===== src/rtl/vga_pkg.sv =====
// Shared types and helpers for the VGA scan-out engine.
// Optional build macro VGA_SCANOUT_PATTERN_EN adds colour-bar fields to the control bundle.
package vga_pkg;

  localparam int R5_W     = 5;
  localparam int G6_W     = 6;
  localparam int B5_W     = 5;
  localparam int RGB565_W = R5_W + G6_W + B5_W;

  typedef struct packed {
    logic [7:0] r;
    logic [7:0] g;
    logic [7:0] b;
  } rgb888_t;

  typedef struct packed {
    int h_act;
    int h_front;
    int h_sync;
    int h_back;
    int v_act;
    int v_front;
    int v_sync;
    int v_back;
  } vga_timing_t;

  localparam vga_timing_t VGA_640X480_60 = '{
    h_act: 640, h_front: 16, h_sync: 96, h_back: 48,
    v_act: 480, v_front: 10, v_sync: 2,  v_back: 33
  };

  // Index 0 is the leftmost bar: white, yellow, cyan, green, magenta, red, blue, black.
  localparam logic [7:0][23:0] BAR_RGB = {
    24'h000000, 24'h0000FF, 24'hFF0000, 24'hFF00FF,
    24'h00FF00, 24'h00FFFF, 24'hFFFF00, 24'hFFFFFF
  };

  // Control bundle travelling alongside the pixel; sync bits mean "sync asserted",
  // polarity is applied only at the pins so the all-zero value is the idle state.
  typedef struct packed {
`ifdef VGA_SCANOUT_PATTERN_EN
    logic       pat;
    logic [2:0] bar;
`endif
    logic       act;
    logic       hs;
    logic       vs;
    logic       fs;
    logic       ls;
  } pix_ctl_t;

  function automatic rgb888_t rgb565_to_888(input logic [RGB565_W-1:0] p);
    logic [R5_W-1:0] r;
    logic [G6_W-1:0] g;
    logic [B5_W-1:0] b;
    rgb888_t         o;
    {r, g, b} = p;
    o.r = {r, r[4:2]};
    o.g = {g, g[5:4]};
    o.b = {b, b[4:2]};
    return o;
  endfunction

endpackage


===== src/rtl/vga_scanout_if.sv =====
// Framebuffer fetch port plus VGA connector pins of the scan-out engine.
// With VGA_SCANOUT_PATTERN_EN defined the bundle also carries pattern_en.
interface vga_scanout_if #(
  parameter int ADDR_W = 19
);
  logic              fetch_req;
  logic [ADDR_W-1:0] fetch_addr;
  logic [15:0]       in_pixel;
  logic              VGA_HS;
  logic              VGA_VS;
  logic              VGA_BLANK_N;
  logic              VGA_SYNC_N;
  logic [7:0]        VGA_R;
  logic [7:0]        VGA_G;
  logic [7:0]        VGA_B;
  logic              frame_start;
  logic              line_start;
`ifdef VGA_SCANOUT_PATTERN_EN
  logic              pattern_en;

  modport master (
    output fetch_req, fetch_addr, VGA_HS, VGA_VS, VGA_BLANK_N, VGA_SYNC_N,
           VGA_R, VGA_G, VGA_B, frame_start, line_start,
    input  in_pixel, pattern_en
  );
  modport slave (
    input  fetch_req, fetch_addr, VGA_HS, VGA_VS, VGA_BLANK_N, VGA_SYNC_N,
           VGA_R, VGA_G, VGA_B, frame_start, line_start,
    output in_pixel, pattern_en
  );
`else
  modport master (
    output fetch_req, fetch_addr, VGA_HS, VGA_VS, VGA_BLANK_N, VGA_SYNC_N,
           VGA_R, VGA_G, VGA_B, frame_start, line_start,
    input  in_pixel
  );
  modport slave (
    input  fetch_req, fetch_addr, VGA_HS, VGA_VS, VGA_BLANK_N, VGA_SYNC_N,
           VGA_R, VGA_G, VGA_B, frame_start, line_start,
    output in_pixel
  );
`endif
endinterface


===== src/rtl/vga_delay_line.sv =====
// W-bit x D-deep register shift line; every stage resets asynchronously to RST_VAL.
module vga_delay_line #(
  parameter int             W       = 1,
  parameter int             D       = 1,
  parameter logic [W-1:0]   RST_VAL = '0
) (
  input  logic         clk,
  input  logic         rst_n,
  input  logic [W-1:0] d_i,
  output logic [W-1:0] q_o
);

  logic [D-1:0][W-1:0] pipe_q;

  always_ff @(posedge clk or negedge rst_n) begin
    if (!rst_n) begin
      pipe_q <= {D{RST_VAL}};
    end else begin
      pipe_q[0] <= d_i;
      for (int i = 1; i < D; i++) pipe_q[i] <= pipe_q[i-1];
    end
  end

  assign q_o = pipe_q[D-1];

endmodule


===== src/rtl/vga_scanout.sv =====
// VGA scan-out: timing counters, linear framebuffer fetch, RGB565->888 expansion.
// Build macro VGA_SCANOUT_PATTERN_EN adds an 8-bar colour test pattern selected by pattern_en.
module vga_scanout import vga_pkg::*; #(
  parameter int H_ACT   = VGA_640X480_60.h_act,
  parameter int H_FRONT = VGA_640X480_60.h_front,
  parameter int H_SYNC  = VGA_640X480_60.h_sync,
  parameter int H_BACK  = VGA_640X480_60.h_back,
  parameter int V_ACT   = VGA_640X480_60.v_act,
  parameter int V_FRONT = VGA_640X480_60.v_front,
  parameter int V_SYNC  = VGA_640X480_60.v_sync,
  parameter int V_BACK  = VGA_640X480_60.v_back,
  parameter bit HS_POL  = 1'b0,
  parameter bit VS_POL  = 1'b0,
  parameter int PIX_LAT = 2,
  parameter int ADDR_W  = 19
) (
  input  logic           clk_pix,
  input  logic           rst_n,
  vga_scanout_if.master  bus
);

  localparam int H_TOTAL = H_ACT + H_FRONT + H_SYNC + H_BACK;
  localparam int V_TOTAL = V_ACT + V_FRONT + V_SYNC + V_BACK;
  localparam int HC_W    = $clog2(H_TOTAL + 1);
  localparam int VC_W    = $clog2(V_TOTAL + 1);

  localparam logic [HC_W-1:0] HC_LAST = HC_W'(H_TOTAL - 1);
  localparam logic [HC_W-1:0] HC_ACT  = HC_W'(H_ACT);
  localparam logic [HC_W-1:0] HS_BEG  = HC_W'(H_ACT + H_FRONT);
  localparam logic [HC_W-1:0] HS_END  = HC_W'(H_ACT + H_FRONT + H_SYNC);
  localparam logic [VC_W-1:0] VC_LAST = VC_W'(V_TOTAL - 1);
  localparam logic [VC_W-1:0] VC_ACT  = VC_W'(V_ACT);
  localparam logic [VC_W-1:0] VS_BEG  = VC_W'(V_ACT + V_FRONT);
  localparam logic [VC_W-1:0] VS_END  = VC_W'(V_ACT + V_FRONT + V_SYNC);

  if (longint'(H_ACT) * longint'(V_ACT) > (longint'(1) << ADDR_W)) begin : g_addr_chk
    $error("vga_scanout: H_ACT*V_ACT does not fit in ADDR_W address bits");
  end
  if (PIX_LAT < 1 || PIX_LAT > 4) begin : g_lat_chk
    $error("vga_scanout: PIX_LAT must be 1..4");
  end

  // ---------------- timing counters ----------------
  logic [HC_W-1:0] hc_q, hc_d;
  logic [VC_W-1:0] vc_q, vc_d;
  logic            h_wrap, v_wrap;

  always_comb begin
    h_wrap = (hc_q == HC_LAST);
    v_wrap = (vc_q == VC_LAST);
    hc_d   = h_wrap ? '0 : hc_q + 1'b1;
    vc_d   = vc_q;
    if (h_wrap) vc_d = v_wrap ? '0 : vc_q + 1'b1;
  end

`ifdef VGA_SCANOUT_PATTERN_EN
  localparam int               BAR_W    = H_ACT / 8;
  localparam int               BPX_W    = $clog2(BAR_W + 1);
  localparam logic [BPX_W-1:0] BPX_LAST = BPX_W'(BAR_W - 1);

  if (H_ACT % 8 != 0) begin : g_bar_chk
    $error("vga_scanout: H_ACT must be a multiple of 8 for the bar pattern");
  end

  // Bar position tracks hc without a divider: pixel-in-bar and bar index counters.
  logic [BPX_W-1:0] bar_px_q;
  logic [2:0]       bar_idx_q;

  always_ff @(posedge clk_pix or negedge rst_n) begin
    if (!rst_n) begin
      bar_px_q  <= '0;
      bar_idx_q <= '0;
    end else if (h_wrap) begin
      bar_px_q  <= '0;
      bar_idx_q <= '0;
    end else if (hc_q < HC_ACT) begin
      if (bar_px_q == BPX_LAST) begin
        bar_px_q  <= '0;
        bar_idx_q <= bar_idx_q + 1'b1;
      end else begin
        bar_px_q  <= bar_px_q + 1'b1;
      end
    end
  end
`endif

  pix_ctl_t ctl_c, ctl_q, ctl_dl;

  always_comb begin
    ctl_c     = '0;
    ctl_c.act = (hc_q < HC_ACT) && (vc_q < VC_ACT);
    ctl_c.hs  = (hc_q >= HS_BEG) && (hc_q < HS_END);
    ctl_c.vs  = (vc_q >= VS_BEG) && (vc_q < VS_END);
    ctl_c.ls  = ctl_c.act && (hc_q == '0);
    ctl_c.fs  = ctl_c.ls && (vc_q == '0);
`ifdef VGA_SCANOUT_PATTERN_EN
    ctl_c.pat = bus.pattern_en;
    ctl_c.bar = bar_idx_q;
`endif
  end

  // ---------------- fetch stage ----------------
  logic              fetch_req_q;
  logic [ADDR_W-1:0] fetch_addr_q;

  always_ff @(posedge clk_pix or negedge rst_n) begin
    if (!rst_n) begin
      hc_q         <= '0;
      vc_q         <= '0;
      fetch_req_q  <= 1'b0;
      fetch_addr_q <= '0;
      ctl_q        <= '0;
    end else begin
      hc_q        <= hc_d;
      vc_q        <= vc_d;
      fetch_req_q <= ctl_c.act;
      ctl_q       <= ctl_c;
      // Address is the running fetch count; the frame wrap rewinds it for the next frame.
      if (h_wrap && v_wrap)  fetch_addr_q <= '0;
      else if (fetch_req_q)  fetch_addr_q <= fetch_addr_q + 1'b1;
    end
  end

  // Control waits PIX_LAT cycles so it lines up with the returning in_pixel.
  vga_delay_line #(
    .W       ($bits(pix_ctl_t)),
    .D       (PIX_LAT),
    .RST_VAL ('0)
  ) u_dly (
    .clk   (clk_pix),
    .rst_n (rst_n),
    .d_i   (ctl_q),
    .q_o   (ctl_dl)
  );

  // ---------------- display stage ----------------
  rgb888_t rgb_d, rgb_q;
  logic    hs_q, vs_q, blank_n_q, fs_q, ls_q;

  always_comb begin
    rgb_d = rgb565_to_888(bus.in_pixel);
`ifdef VGA_SCANOUT_PATTERN_EN
    if (ctl_dl.pat) rgb_d = rgb888_t'(BAR_RGB[ctl_dl.bar]);
`endif
    if (!ctl_dl.act) rgb_d = '0;
  end

  always_ff @(posedge clk_pix or negedge rst_n) begin
    if (!rst_n) begin
      hs_q      <= ~HS_POL;
      vs_q      <= ~VS_POL;
      blank_n_q <= 1'b0;
      rgb_q     <= '0;
      fs_q      <= 1'b0;
      ls_q      <= 1'b0;
    end else begin
      hs_q      <= ctl_dl.hs ? HS_POL : ~HS_POL;
      vs_q      <= ctl_dl.vs ? VS_POL : ~VS_POL;
      blank_n_q <= ctl_dl.act;
      rgb_q     <= rgb_d;
      fs_q      <= ctl_dl.fs;
      ls_q      <= ctl_dl.ls;
    end
  end

  assign bus.fetch_req   = fetch_req_q;
  assign bus.fetch_addr  = fetch_addr_q;
  assign bus.VGA_HS      = hs_q;
  assign bus.VGA_VS      = vs_q;
  assign bus.VGA_BLANK_N = blank_n_q;
  assign bus.VGA_SYNC_N  = 1'b1;
  assign bus.VGA_R       = rgb_q.r;
  assign bus.VGA_G       = rgb_q.g;
  assign bus.VGA_B       = rgb_q.b;
  assign bus.frame_start = fs_q;
  assign bus.line_start  = ls_q;

endmodule

===== src/flat_wrapper.sv =====
// flat-port wrapper written by rule: the top's interface ports become plain ports
module vga_scanout_flat import vga_pkg::*;
#(
  parameter int H_ACT   = VGA_640X480_60.h_act,
  parameter int H_FRONT = VGA_640X480_60.h_front,
  parameter int H_SYNC  = VGA_640X480_60.h_sync,
  parameter int H_BACK  = VGA_640X480_60.h_back,
  parameter int V_ACT   = VGA_640X480_60.v_act,
  parameter int V_FRONT = VGA_640X480_60.v_front,
  parameter int V_SYNC  = VGA_640X480_60.v_sync,
  parameter int V_BACK  = VGA_640X480_60.v_back,
  parameter bit HS_POL  = 1'b0,
  parameter bit VS_POL  = 1'b0,
  parameter int PIX_LAT = 2,
  parameter int ADDR_W  = 19
)
  (clk_pix, rst_n, bus_fetch_req, bus_fetch_addr, bus_VGA_HS, bus_VGA_VS, bus_VGA_BLANK_N, bus_VGA_SYNC_N, bus_VGA_R, bus_VGA_G, bus_VGA_B, bus_frame_start, bus_line_start, bus_in_pixel);
  vga_scanout_if #(.ADDR_W(ADDR_W)) bus_i ();
  input  logic clk_pix;
  input  logic rst_n;
  output wire logic [$bits(bus_i.fetch_req)-1:0] bus_fetch_req;
  output wire logic [$bits(bus_i.fetch_addr)-1:0] bus_fetch_addr;
  output wire logic [$bits(bus_i.VGA_HS)-1:0] bus_VGA_HS;
  output wire logic [$bits(bus_i.VGA_VS)-1:0] bus_VGA_VS;
  output wire logic [$bits(bus_i.VGA_BLANK_N)-1:0] bus_VGA_BLANK_N;
  output wire logic [$bits(bus_i.VGA_SYNC_N)-1:0] bus_VGA_SYNC_N;
  output wire logic [$bits(bus_i.VGA_R)-1:0] bus_VGA_R;
  output wire logic [$bits(bus_i.VGA_G)-1:0] bus_VGA_G;
  output wire logic [$bits(bus_i.VGA_B)-1:0] bus_VGA_B;
  output wire logic [$bits(bus_i.frame_start)-1:0] bus_frame_start;
  output wire logic [$bits(bus_i.line_start)-1:0] bus_line_start;
  input wire logic [$bits(bus_i.in_pixel)-1:0] bus_in_pixel;
  assign bus_fetch_req = bus_i.fetch_req;
  assign bus_fetch_addr = bus_i.fetch_addr;
  assign bus_VGA_HS = bus_i.VGA_HS;
  assign bus_VGA_VS = bus_i.VGA_VS;
  assign bus_VGA_BLANK_N = bus_i.VGA_BLANK_N;
  assign bus_VGA_SYNC_N = bus_i.VGA_SYNC_N;
  assign bus_VGA_R = bus_i.VGA_R;
  assign bus_VGA_G = bus_i.VGA_G;
  assign bus_VGA_B = bus_i.VGA_B;
  assign bus_frame_start = bus_i.frame_start;
  assign bus_line_start = bus_i.line_start;
  assign bus_i.in_pixel = bus_in_pixel;
  vga_scanout #(.H_ACT(H_ACT), .H_FRONT(H_FRONT), .H_SYNC(H_SYNC), .H_BACK(H_BACK), .V_ACT(V_ACT), .V_FRONT(V_FRONT), .V_SYNC(V_SYNC), .V_BACK(V_BACK), .HS_POL(HS_POL), .VS_POL(VS_POL), .PIX_LAT(PIX_LAT), .ADDR_W(ADDR_W)) u_core (.clk_pix(clk_pix), .rst_n(rst_n), .bus(bus_i));
endmodule

===== config.mk =====
export PLATFORM = sky130hd
export DESIGN_NAME = vga_scanout_flat
export DESIGN_NICKNAME = d
export VERILOG_FILES = /design/src/rtl/vga_pkg.sv /design/src/rtl/vga_scanout_if.sv /design/src/rtl/vga_delay_line.sv /design/src/rtl/vga_scanout.sv /design/src/flat_wrapper.sv
export SDC_FILE = /design/constraint.sdc
export NUM_CORES = 1
export LEC_CHECK = 0
export ABC_AREA = 1
export CORE_MARGIN = 4
export CORE_UTILIZATION = 42
export CTS_CLUSTER_DIAMETER = 60
export DETAILED_ROUTE_END_ITERATION = 12
export HOLD_SLACK_MARGIN = 0.03
export PLACE_DENSITY = 0.67
export SYNTH_ARGS = -nofsm -noshare
export SYNTH_HDL_FRONTEND = slang
export SYNTH_HIERARCHICAL = 1
export SYNTH_SLANG_ARGS = --single-unit
export TNS_END_PERCENT = 5

===== constraint.sdc =====
create_clock -name clk_pix -period 2.1 [get_ports clk_pix]
set_clock_uncertainty 0.2 [all_clocks]
set_input_delay 0.63 -clock clk_pix [delete_from_list [all_inputs] [get_ports clk_pix]]
set_output_delay 0.63 -clock clk_pix [all_outputs]
set_load 0.01 [all_outputs]

* Word-level counts from Yosys, hierarchy flattened *
Cells that the tools add are included.

word-level totals
  register bits = 83
  bits of input ports = 18
  output and inout port bits = 50
  word-level logic and storage cells = 45

cells by class
  $add $sub $neg = 3
  magnitude comparators = 6
  equality and inequality tests = 2
  multiplexer cells = 7
  reductions and logical operators = 9

operators with widths
  operator               number
  $mux 19                2
  $mux 24                1
  $add 10x1->10 const B  2
  $eq 10x10->1 const B   2
  $logic_not 10->1       2
  $lt 10x10->1 const B   2
  $lt 10x9->1 const B    2
  $mux 10                2
  $add 19x1->19 const B  1
  $ge 10x10->1 const B   1
  $ge 10x9->1 const B    1
  $logic_and 1x1->1      6
  $mux 1                 2
  $reduce_bool 2->1      1

* Logic depth before layout (Yosys ltp) *
Gate-level depths: netlist (run 1).

  word-level depth = 4
  depth in mapped cells = 9
  depth with buffers taken out = 9

* Cells and area by module *
The synthesis (run 1) kept the hierarchy.

by module, submodules not included
  module          instances  cells each  area each (sq um)  sequential area each (sq um)
  vga_scanout     1          396         3261.9             1629.1
  vga_delay_line  1          15          287.8              250.2

* Least setup slack after synthesis (run 1) *
Ideal clock, no wire load.

  kind = register to register
  start point = register u_core.fetch_addr_q[0], in the netlist u_core/bus.fetch_addr[0]
  end point = register u_core.fetch_addr_q[12], in the netlist u_core/bus.fetch_addr[12]
  setup time = 120 ps
  data arrival time = 1289 ps
  required time = 1780 ps
  path slack = 491 ps
  stages on the path, launching flop included = 9
  cells stage by stage = dfrtp_1 > ha_1 > nand2_1 > nor2_2 > nand3_2 > inv_1 > nand3_1 > o21ai_0 > nor2_1

between the ends
  longest elaborated chain between the ends = 3

ends and longest elaborated chain
  item                    RTL line            source
  from (decl)             vga_scanout.sv:104  logic [ADDR_W-1:0] fetch_addr_q;
  from (signal assigned)  vga_scanout.sv:120  else if (fetch_req_q) fetch_addr_q <= fetch_addr_q + 1'b1;
  $add 19x1->19           vga_scanout.sv:120
  $mux 19                 vga_scanout.sv:120
  $mux 19                 vga_scanout.sv:119  if (h_wrap && v_wrap) fetch_addr_q <= '0;

No other way between the ends. The select of a mux whose other input is x is not followed.
A chain may end at the register's enable or synchronous reset.

* Worst setup path after layout (run 1) *
  start point = register u_core.fetch_addr_q[17], in the netlist u_core/bus.fetch_addr[17]
  end point = output bus_fetch_addr[17]

RTL lines
  item       RTL line            source
  to (decl)  flat_wrapper.sv:22  output wire logic [$bits(bus_i.fetch_addr)-1:0] bus_fetch_addr;

No word-level cell between the ends.

==> flow_summary.toml, run 1 <==
[logic_synthesis]
synthesis.area_sq_mm = 0.00355
synth_simple_gate_area_share = 0.276
yosys_warnings = 6
postSynthAreaPerCell_sq_um = 8.64
synth_seq_area_share = 0.529
syn_inst = 411
synth_mux_area_frac = 0
async_reset_ff_frac = 1.00
synth.distinct_cells = 32
syn-num-nets = 434
synth_compound_area_frac = 0.0423
synth-xor-area-share = 0.0264
synth_flop_cell = "dfrtp_1"
synthAdderAreaFrac = 0.0176
ys_ff_latch = 75
synth_top_family_by_area = "simple AND/OR/NAND/NOR gates"
synth_edf_count = 0

[setup_path]
crit_family = "buffers and inverters"
rr_worst_depth = 7
max_stage_delay_ns = 0.54
crit_fanout = 2
slowest_stage = "clkdlybuf4s50_1"
required_ns = 1.27
crit_path_end_kind = "output port"
path_cells = "clkdlybuf4s50_1"
critical_path_class = "reg2out"
crit_buf_inv = 1
critical_path_cell_count = 1
start_kind = "flop"
cp.arrival_ns = 1.23

[floorplanning]
num_rows = 33
dieArea_sq_mm = 0.00999
fp.dieH_um = 99.9
io_pins = 68
dieWidth_um = 99.9
core_region_area_sq_mm = 0.00822
initial_core_util = 0.432

[cts]
cts_root_buf = "clkbuf_8"
ctsHtreeMaxLevel = 3
clkTransAtPathRegs_ns = 0.08
cts_tree = "built"
numCtsBuffers = 9
clk_path_buf_depth = 2
cts_num_sinks = 75
insertion_delay_ns = 0.34

[hold_path]
whs_path_depth = 0
hp-class = "reg2reg"

[timing]
layout_min_cycle_time_ns = 2.06
slew_viol_final = 0
fmax_mhz = 486
final.setup.tns_ns = 0
hold_viol_final = 0
setup_viol = 0
timing.hold.ws_ns = 0.144
rsz0062_at_grt = "no"
fin_crit_sh = 0.980

[cells_and_area]
final_cell_mix = "nand2_1 (92), dfrtp_1 (72), inv_1 (60), nor2_1 (55)"
fin_util = 0.549
fillCellCount = 774
final_common_cell = "nand2_1"
finalNetCount = 498
drive_above_1_share = 0.108
regArea_sq_mm = 0.00188
multi_input_area_sq_mm = 0.00129
antenna_cells = 0
area_growth_pct = 27.1

[route]
vias = 2795
ant_nets = 0
first_pass_iters = 4
drt_iter0_drc = 145
drc = 0
wl_mm = 7.19
via_per_inst = 4.78
wire_per_inst_um = 12.3

[power_and_ir_drop]
leakagePower_nw = 2.41
power_density_mw_per_mm2 = 632
finalPower_mw = 2.85
peakVddDrop_uv = 369

[global_route]
met2_usage = 0.257
grt_use_met1 = 0.203
grt_pass1_vias = 2629
grt-busiest-layer = "met2"
gr-usage-met3 = 0.0292
grt_max_degree = 30
grt_use_total = 0.156
grt.overflow.total = 0
antenna_found_initial = 0
grt_pass1_wl_mm = 12.5

[run]
cap_violations = 0

[place]
numPortBuffers = 66
gp_congestion = 0.891
dp_hpwl_mm = 5.51

[outcome]
status = "finished, final reports clean"
per-layer routing:
metal  vias to the layer above  wire, um
met4                         0        63
met1                      1327      3200
met2                        75      3510
met3                         5       417
li1                       1388         -
met5                         -         0
power breakdown:
part	internal, mW	leakage (nW)	switching [mW]	total (mW)
Sequential	1.46	0.957	0.00537	1.46
Combinational	0.0725	1.34	0.0617	0.134
Clock	0.712	0.113	0.540	1.25
sequential cells by signal (all words and copies together) (netlist names):
| name | flops |
|---|---|
| u_core/bus.VGA_B | 5 |
| u_core/bus.VGA_BLANK_N | 1 |
| u_core/bus.VGA_G | 6 |
| u_core/bus.VGA_HS | 1 |
| u_core/bus.VGA_R | 5 |
| u_core/bus.VGA_VS | 1 |
| u_core/bus.fetch_addr | 19 |
| u_core/bus.fetch_req | 1 |
| u_core/bus.frame_start | 1 |
| u_core/bus.line_start | 1 |
| u_core/ctl_q | 4 |
| u_core/hc_q | 10 |
| u_core/u_dly/pipe_q | 5 |
| u_core/u_dly/q_o | 5 |
| u_core/vc_q | 10 |
cells by family after synthesis:
family,after synthesis
flip-flops,75
AO/OA/AOI/OAI,27
AND/OR/NAND/NOR,212
buffers and inverters,82
other,1
adder cells (fa/ha/maj),5
XOR/XNOR,9
through the flow:
stage,instances,worst slack (ns),cell area (sq um)
6_report,585,0.0430,4510
5_1_grt,585,0.00580,4510
4_1_cts,585,0.00560,4470
3_5_place_dp,568,0.254,4260
3_3_place_gp,568,0.253,4260
2_1_floorplan,411,0.491,3550
synth_stat cells, types with 3 or more instances:
cell type	instances	area, sq um
nand2_1	92	345
dfrtp_1	73	1830
inv_1	60	225
nor2_1	55	206
nand3_1	24	120
buf_4	16	120
o21ai_0	12	60.1
nand4_1	11	68.8
a21oi_1	10	50.1
nor3_1	8	40.0
nor2_2	6	37.5
ha_1	5	62.6
xor2_1	5	43.8
nand2_2	4	25.0
nor2_4	4	45.0
clkbuf_1	3	11.3
final timing paths:
path / start / to / slack [ns]
min in group asynchronous: rst_n / u_core/bus.fetch_addr[9]$_DFFE_PN0P_ / 0.53
min: u_core/ctl_q[0]$_DFF_PN0_ / u_core/u_dly/pipe_q[0]$_DFF_PN0_ / 0.14
max: u_core/bus.fetch_addr[17]$_DFFE_PN0P_ / bus_fetch_addr[17] / 0.04
max reg2reg: u_core/vc_q[0]$_DFFE_PN0N_ / u_core/bus.fetch_addr[1]$_DFFE_PN0P_ / 0.29
max in group asynchronous: rst_n / u_core/bus.VGA_HS$_DFF_PN1_ / 0.65
min reg2reg: u_core/ctl_q[0]$_DFF_PN0_ / u_core/u_dly/pipe_q[0]$_DFF_PN0_ / 0.14
cell type report:
cell class | instances | area share
Clock inverter | 6 | 0.0208
Inverter | 62 | 0.0516
Multi-Input combinational cell | 254 | 0.286
Tap cell | 105 | 0.0291
Timing Repair Buffer | 73 | 0.165
Clock buffer | 10 | 0.0305
Sequential cell | 75 | 0.417
repair_timing:
action                     CTS  global route
buffers inserted             0             0
setup endpoints to repair   25            15
hold endpoints to repair    22             0
resized for setup           26            15
hold buffers                 1             0
Note: power is estimated with default switching activity, not from simulation.
==> inputs of run 2 (changes only) <==
clock period = 2.6 ns   (was 2.1 ns; I/O delays follow)
==> run 2 against run 1 <==
Compared with the run above: cell count down 0.68%; global-route usage up 0.35 points; worst hold slack better by 0.0028 ns; largest cell class unchanged; critical endpoint is now bus_fetch_addr[3]; power down 21%; critical path type unchanged; sequential share of layout area up 0.56 points.
==> flow_summary.toml, run 2 (synthesis gave the netlist of run 1 again) <==
[run]
cap_violations = 0

[setup_path]
crit_family = "buffers and inverters"
crit_path_end_kind = "output port"
start_kind = "flop"
max_stage_delay_ns = 0.59
required_ns = 1.62
path_cells = "clkdlybuf4s50_1"
crit_buf_inv = 1
crit_fanout = 8
critical_path_class = "reg2out"
slowest_stage = "clkdlybuf4s50_1"
cp.arrival_ns = 1.43

[cts]
post_cts_buffers = 0
clk_path_buf_depth = 2
insertion_delay_ns = 0.34
cts_num_sinks = 75
ctsHtreeMaxLevel = 3
cts_root_buf = "clkbuf_8"
numCtsBuffers = 9
clkTransAtPathRegs_ns = 0.08
cts.hold.buffers_added = 0
post_cts_resized = 0
cts_tree = "built"

[floorplanning]
dieWidth_um = 99.9
dieArea_sq_mm = 0.00999
io_pins = 68
fp.dieH_um = 99.9
core_region_area_sq_mm = 0.00822
num_rows = 33
initial_core_util = 0.432

[route]
first_pass_iters = 4
via_per_inst = 4.81
wl_mm = 7.26
wire_per_inst_um = 12.5
drt_iter0_drc = 148
vias = 2797
ant_nets = 0
drc = 0

[timing]
rsz0062_at_grt = "no"
layout_min_cycle_time_ns = 2.41
max_slew_margin = 0.645
fin_crit_sh = 0.925
timing.hold.ws_ns = 0.146
setup_viol = 0
slew_viol_final = 0
hold_viol_final = 0
fmax_mhz = 416
final.setup.tns_ns = 0
worst_pin_slew_ns = 0.532

[global_route]
antenna_found_initial = 0
grt_pass1_wl_mm = 12.8
grt_max_degree = 34
grt.overflow.total = 0
grt_use_total = 0.159
grt_pass1_vias = 2785

[place]
gp_congestion = 0.913
placed_cell_area_sq_mm = 0.00424
dp_hpwl_mm = 5.28
numPortBuffers = 66

[cells_and_area]
drive_above_1_share = 0.101
antenna_cells = 0
fin_util = 0.541
finalNetCount = 495
final_cell_area_sq_mm = 0.00445
area_growth_pct = 25.3
largest_register_ffs = 19
final_common_cell = "nand2_1"
final_cell_mix = "nand2_1 (92), dfrtp_1 (73), clkdlybuf4s50_1 (65), inv_1 (60), nor2_1 (55)"

[power_and_ir_drop]
internal-power_mw = 1.78
seqPwrFrac = 0.522
leakagePower_nw = 2.16
clock_power_share = 0.429
power_density_mw_per_mm2 = 509
power.combinational.fraction = 0.049
peakVddDrop_uv = 294
swShare = 0.215
p_switching_uw = 488
finalPower_mw = 2.27

[hold_path]
hp-class = "reg2reg"

[outcome]
status = "finished, final reports clean"
run 2: power groups by stage:
stage          combinational [mW]  clock, mW  sequential (mW)
6_report                    0.111      0.972             1.18
2_1_floorplan              0.0232          0             1.21
3_3_place_gp                0.112          0             1.21
3_5_place_dp                0.114          0             1.21
5_1_grt                     0.124       1.05             1.18
4_1_cts                     0.115      0.999             1.18
run 2: through the flow:
step	setup WS (ns)	instances
2_1_floorplan	0.991	411
4_1_cts	0.177	581
6_report	0.195	581
5_1_grt	0.125	581
3_3_place_gp	0.574	566
3_5_place_dp	0.548	566
run 2: worst paths after layout:
| kind | from | to | slack [ns] | cells after the start |
|---|---|---|---|---|
| max | u_core/bus.fetch_addr[3]$_DFFE_PN0P_ | bus_fetch_addr[3] | 0.19 | 1 |
| min | u_core/ctl_q[0]$_DFF_PN0_ | u_core/u_dly/pipe_q[0]$_DFF_PN0_ | 0.15 | 0 |
| max reg2reg | u_core/hc_q[0]$_DFF_PN0_ | u_core/bus.fetch_addr[2]$_DFFE_PN0P_ | 0.66 | 6 |
| min reg2reg | u_core/ctl_q[0]$_DFF_PN0_ | u_core/u_dly/pipe_q[0]$_DFF_PN0_ | 0.15 | 0 |
| max in group asynchronous | rst_n | u_core/bus.VGA_HS$_DFF_PN1_ | 1.44 | 2 |
| min in group asynchronous | rst_n | u_core/bus.fetch_addr[11]$_DFFE_PN0P_ | 0.17 | 1 |
run 2: layout make-up:
class,count,area [sq um]
Clock buffer,9,124
Inverter,62,233
Fill cell,761,3770
Timing Repair Buffer,70,701
Sequential cell,75,1880
Clock inverter,6,90.1
Multi-Input combinational cell,254,1290
Tap cell,105,131
run 2: routing by layer:
metal | vias to the layer above | wire length (um) | track usage
met5 | - | 0 | 0
met4 | 0 | 106 | 0.0620
met3 | 9 | 403 | 0.0320
met2 | 77 | 3540 | 0.265
met1 | 1332 | 3210 | 0.204
li1 | 1379 | - | -
==> inputs of run 3 (changes only) <==
CORE_UTILIZATION = 56   (was 42)
PLACE_DENSITY = 0.85   (was 0.67)
==> run 3 against run 2 <==
Compared with the run above: first-iteration DRC count grew 94%; via count rose by 1.6%; die area decreased by 23%; sequential power is essentially flat; sequential share of layout area grew 0.86 points; register-to-register slack better by 0.02 ns; cell count decreased by 5.3%; worst hold slack improved by 0.0032 ns; critical path type unchanged; largest cell class unchanged.
==> flow_summary.toml, run 3 (synthesis gave the netlist of run 1 again) <==
[timing]
final.setup.tns_ns = 0
hold_viol_final = 0
fin_crit_sh = 0.936
timing.hold.ws_ns = 0.149
fmax_mhz = 411
layout_min_cycle_time_ns = 2.43
worst_pin_slew_ns = 0.504
max_slew_margin = 0.664
rsz0062_at_grt = "no"
setup_viol = 0
slew_viol_final = 0

[setup_path]
crit_fanout = 8
cp.arrival_ns = 1.45
start_kind = "flop"
rr_worst_depth = 7
critical_path_class = "reg2out"
worst_r2r_endpoint = "u_core/bus.fetch_addr[1]$_DFFE_PN0P_"
worstSetupEndpoint = "bus_fetch_addr[3]"
crit_path_start = "u_core/bus.fetch_addr[3]$_DFFE_PN0P_"
worstReg2RegStart = "u_core/vc_q[0]$_DFFE_PN0N_"
required_ns = 1.62
crit_family = "buffers and inverters"
reg2reg_slack_ns = 0.68
path_cells = "clkdlybuf4s50_1"
crit_buf_inv = 1
slowest_stage = "clkdlybuf4s50_1"
crit_path_end_kind = "output port"
critical_path_cell_count = 1
max_stage_delay_ns = 0.60

[route]
via_per_inst = 5.17
wl_mm = 7.41
ant_nets = 0
drt_iter0_drc = 287
vias = 2843
wire_per_inst_um = 13.5
drc = 0
first_pass_iters = 5

[cells_and_area]
antenna_cells = 0
final_cells = 550
final_cell_mix = "nand2_1 (92), dfrtp_1 (72), clkdlybuf4s50_1 (65), inv_1 (60), nor2_1 (55)"
finalNetCount = 493
drive_above_1_share = 0.101
fin_util = 0.724
fillCellCount = 456
largest_register_ffs = 19
area_growth_pct = 22.9
final_common_cell = "nand2_1"

[global_route]
met2_usage = 0.359
gr-usage-met3 = 0.0489
grt_use_total = 0.213
grt_use_met1 = 0.261
grt_max_degree = 76
grt_pass1_vias = 2732
antenna_found_initial = 0
grt-busiest-layer = "met2"
grt.overflow.total = 0
grt_pass1_wl_mm = 12.5

[power_and_ir_drop]
power_density_mw_per_mm2 = 486
leakagePower_nw = 2.14
peakVddDrop_uv = 353

[run]
cap_violations = 0

[cts]
numCtsBuffers = 9
insertion_delay_ns = 0.35
clkTransAtPathRegs_ns = 0.08
cts.hold.buffers_added = 0
cts_tree = "built"
clk_path_buf_depth = 2
cts_root_buf = "clkbuf_8"
cts_num_sinks = 75
ctsHtreeMaxLevel = 3

[floorplanning]
dieWidth_um = 87.6
dieArea_sq_mm = 0.00768
fp.dieH_um = 87.6
core_region_area_sq_mm = 0.00603
io_pins = 68
num_rows = 28
initial_core_util = 0.589

[place]
numPortBuffers = 66
dp_hpwl_mm = 5.36
gp_congestion = 0.925
placedCellCount = 534

[hold_path]
hp-class = "reg2reg"

[outcome]
status = "finished, final reports clean"
[run 3: changes by cell type in the layout (fill, tap and decap cells not counted)]
cell	delta
buf_4	-3
clkinv_4	-1
clkinvlp_4	+1
inv_8	+1
dfrtp_1	-1
bufinv_16	-2
inv_6	+2
buf_2	+1
dfrtp_2	+1
[run 3: how the worst min path moves through the flow]
stage / from / to / slack, ns / cells past startpoint
3_5_place_dp: u_core/u_dly/pipe_q[0]$_DFF_PN0_ / u_core/u_dly/q_o[0]$_DFF_PN0_ / 0.13 / 0
6_report: u_core/u_dly/pipe_q[0]$_DFF_PN0_ / u_core/u_dly/q_o[0]$_DFF_PN0_ / 0.15 / 0
4_1_cts: u_core/u_dly/pipe_q[0]$_DFF_PN0_ / u_core/u_dly/q_o[0]$_DFF_PN0_ / 0.15 / 0
3_3_place_gp: u_core/ctl_q[3]$_DFF_PN0_ / u_core/u_dly/pipe_q[3]$_DFF_PN0_ / 0.13 / 0
2_1_floorplan: u_core/ctl_q[0]$_DFF_PN0_ / u_core/u_dly/pipe_q[0]$_DFF_PN0_ / 0.13 / 0
5_1_grt: u_core/u_dly/pipe_q[0]$_DFF_PN0_ / u_core/u_dly/q_o[0]$_DFF_PN0_ / 0.15 / 0
[run 3: layout make-up]
cell class / count / area, sq um / area share
well taps: 75 / 93.8 / 0.0215
inverters: 62 / 233 / 0.0533
clock inverters: 7 / 57.6 / 0.0132
clock buffers: 9 / 124 / 0.0284
flip-flops and latches: 75 / 1880 / 0.431
repair buffers: 68 / 683 / 0.157
multi-input cells: 254 / 1290 / 0.296
[run 3: per-stage QoR]
| stage | setup slack [ns] | instance area (sq um) | power (mW) |
|---|---|---|---|
| floorplan | 0.991 | 3550 | 1.24 |
| global placement | 0.450 | 4180 | 1.31 |
| detailed placement | 0.427 | 4180 | 1.32 |
| CTS | 0.0301 | 4360 | 2.14 |
| global route | 0.108 | 4360 | 2.22 |
| finish | 0.166 | 4360 | 2.12 |
[run 3: worst register-to-register path, stage by stage, from the launching register on]
cell	delay, ns
dfrtp_1	0.47
inv_1	0.17
ha_1	0.23
nand4_1	0.15
nor2_1	0.11
nand2_1	0.18
inv_1	0.23
a21oi_1	0.07
[run 3: metal layers]
layer | up-vias | share of wire
met3 | 15 | 0.059
met1 | 1348 | 0.41
met5 | - | 0
li1 | 1377 | -
met2 | 103 | 0.51
met4 | 0 | 0.020
[run 3: what timing repair did]
item                       in CTS  in global routing
gates resized for setup         0                  1
setup buffers                   0                  0
setup endpoints to repair       0                  1
[run 3: report_power, final]
part / total (mW) / switching, mW / internal (mW)
registers: 1.18 / 0.00443 / 1.18
logic: 0.109 / 0.0492 / 0.0603
clock network: 0.829 / 0.468 / 0.361
total: 2.12 / 0.522 / 1.60
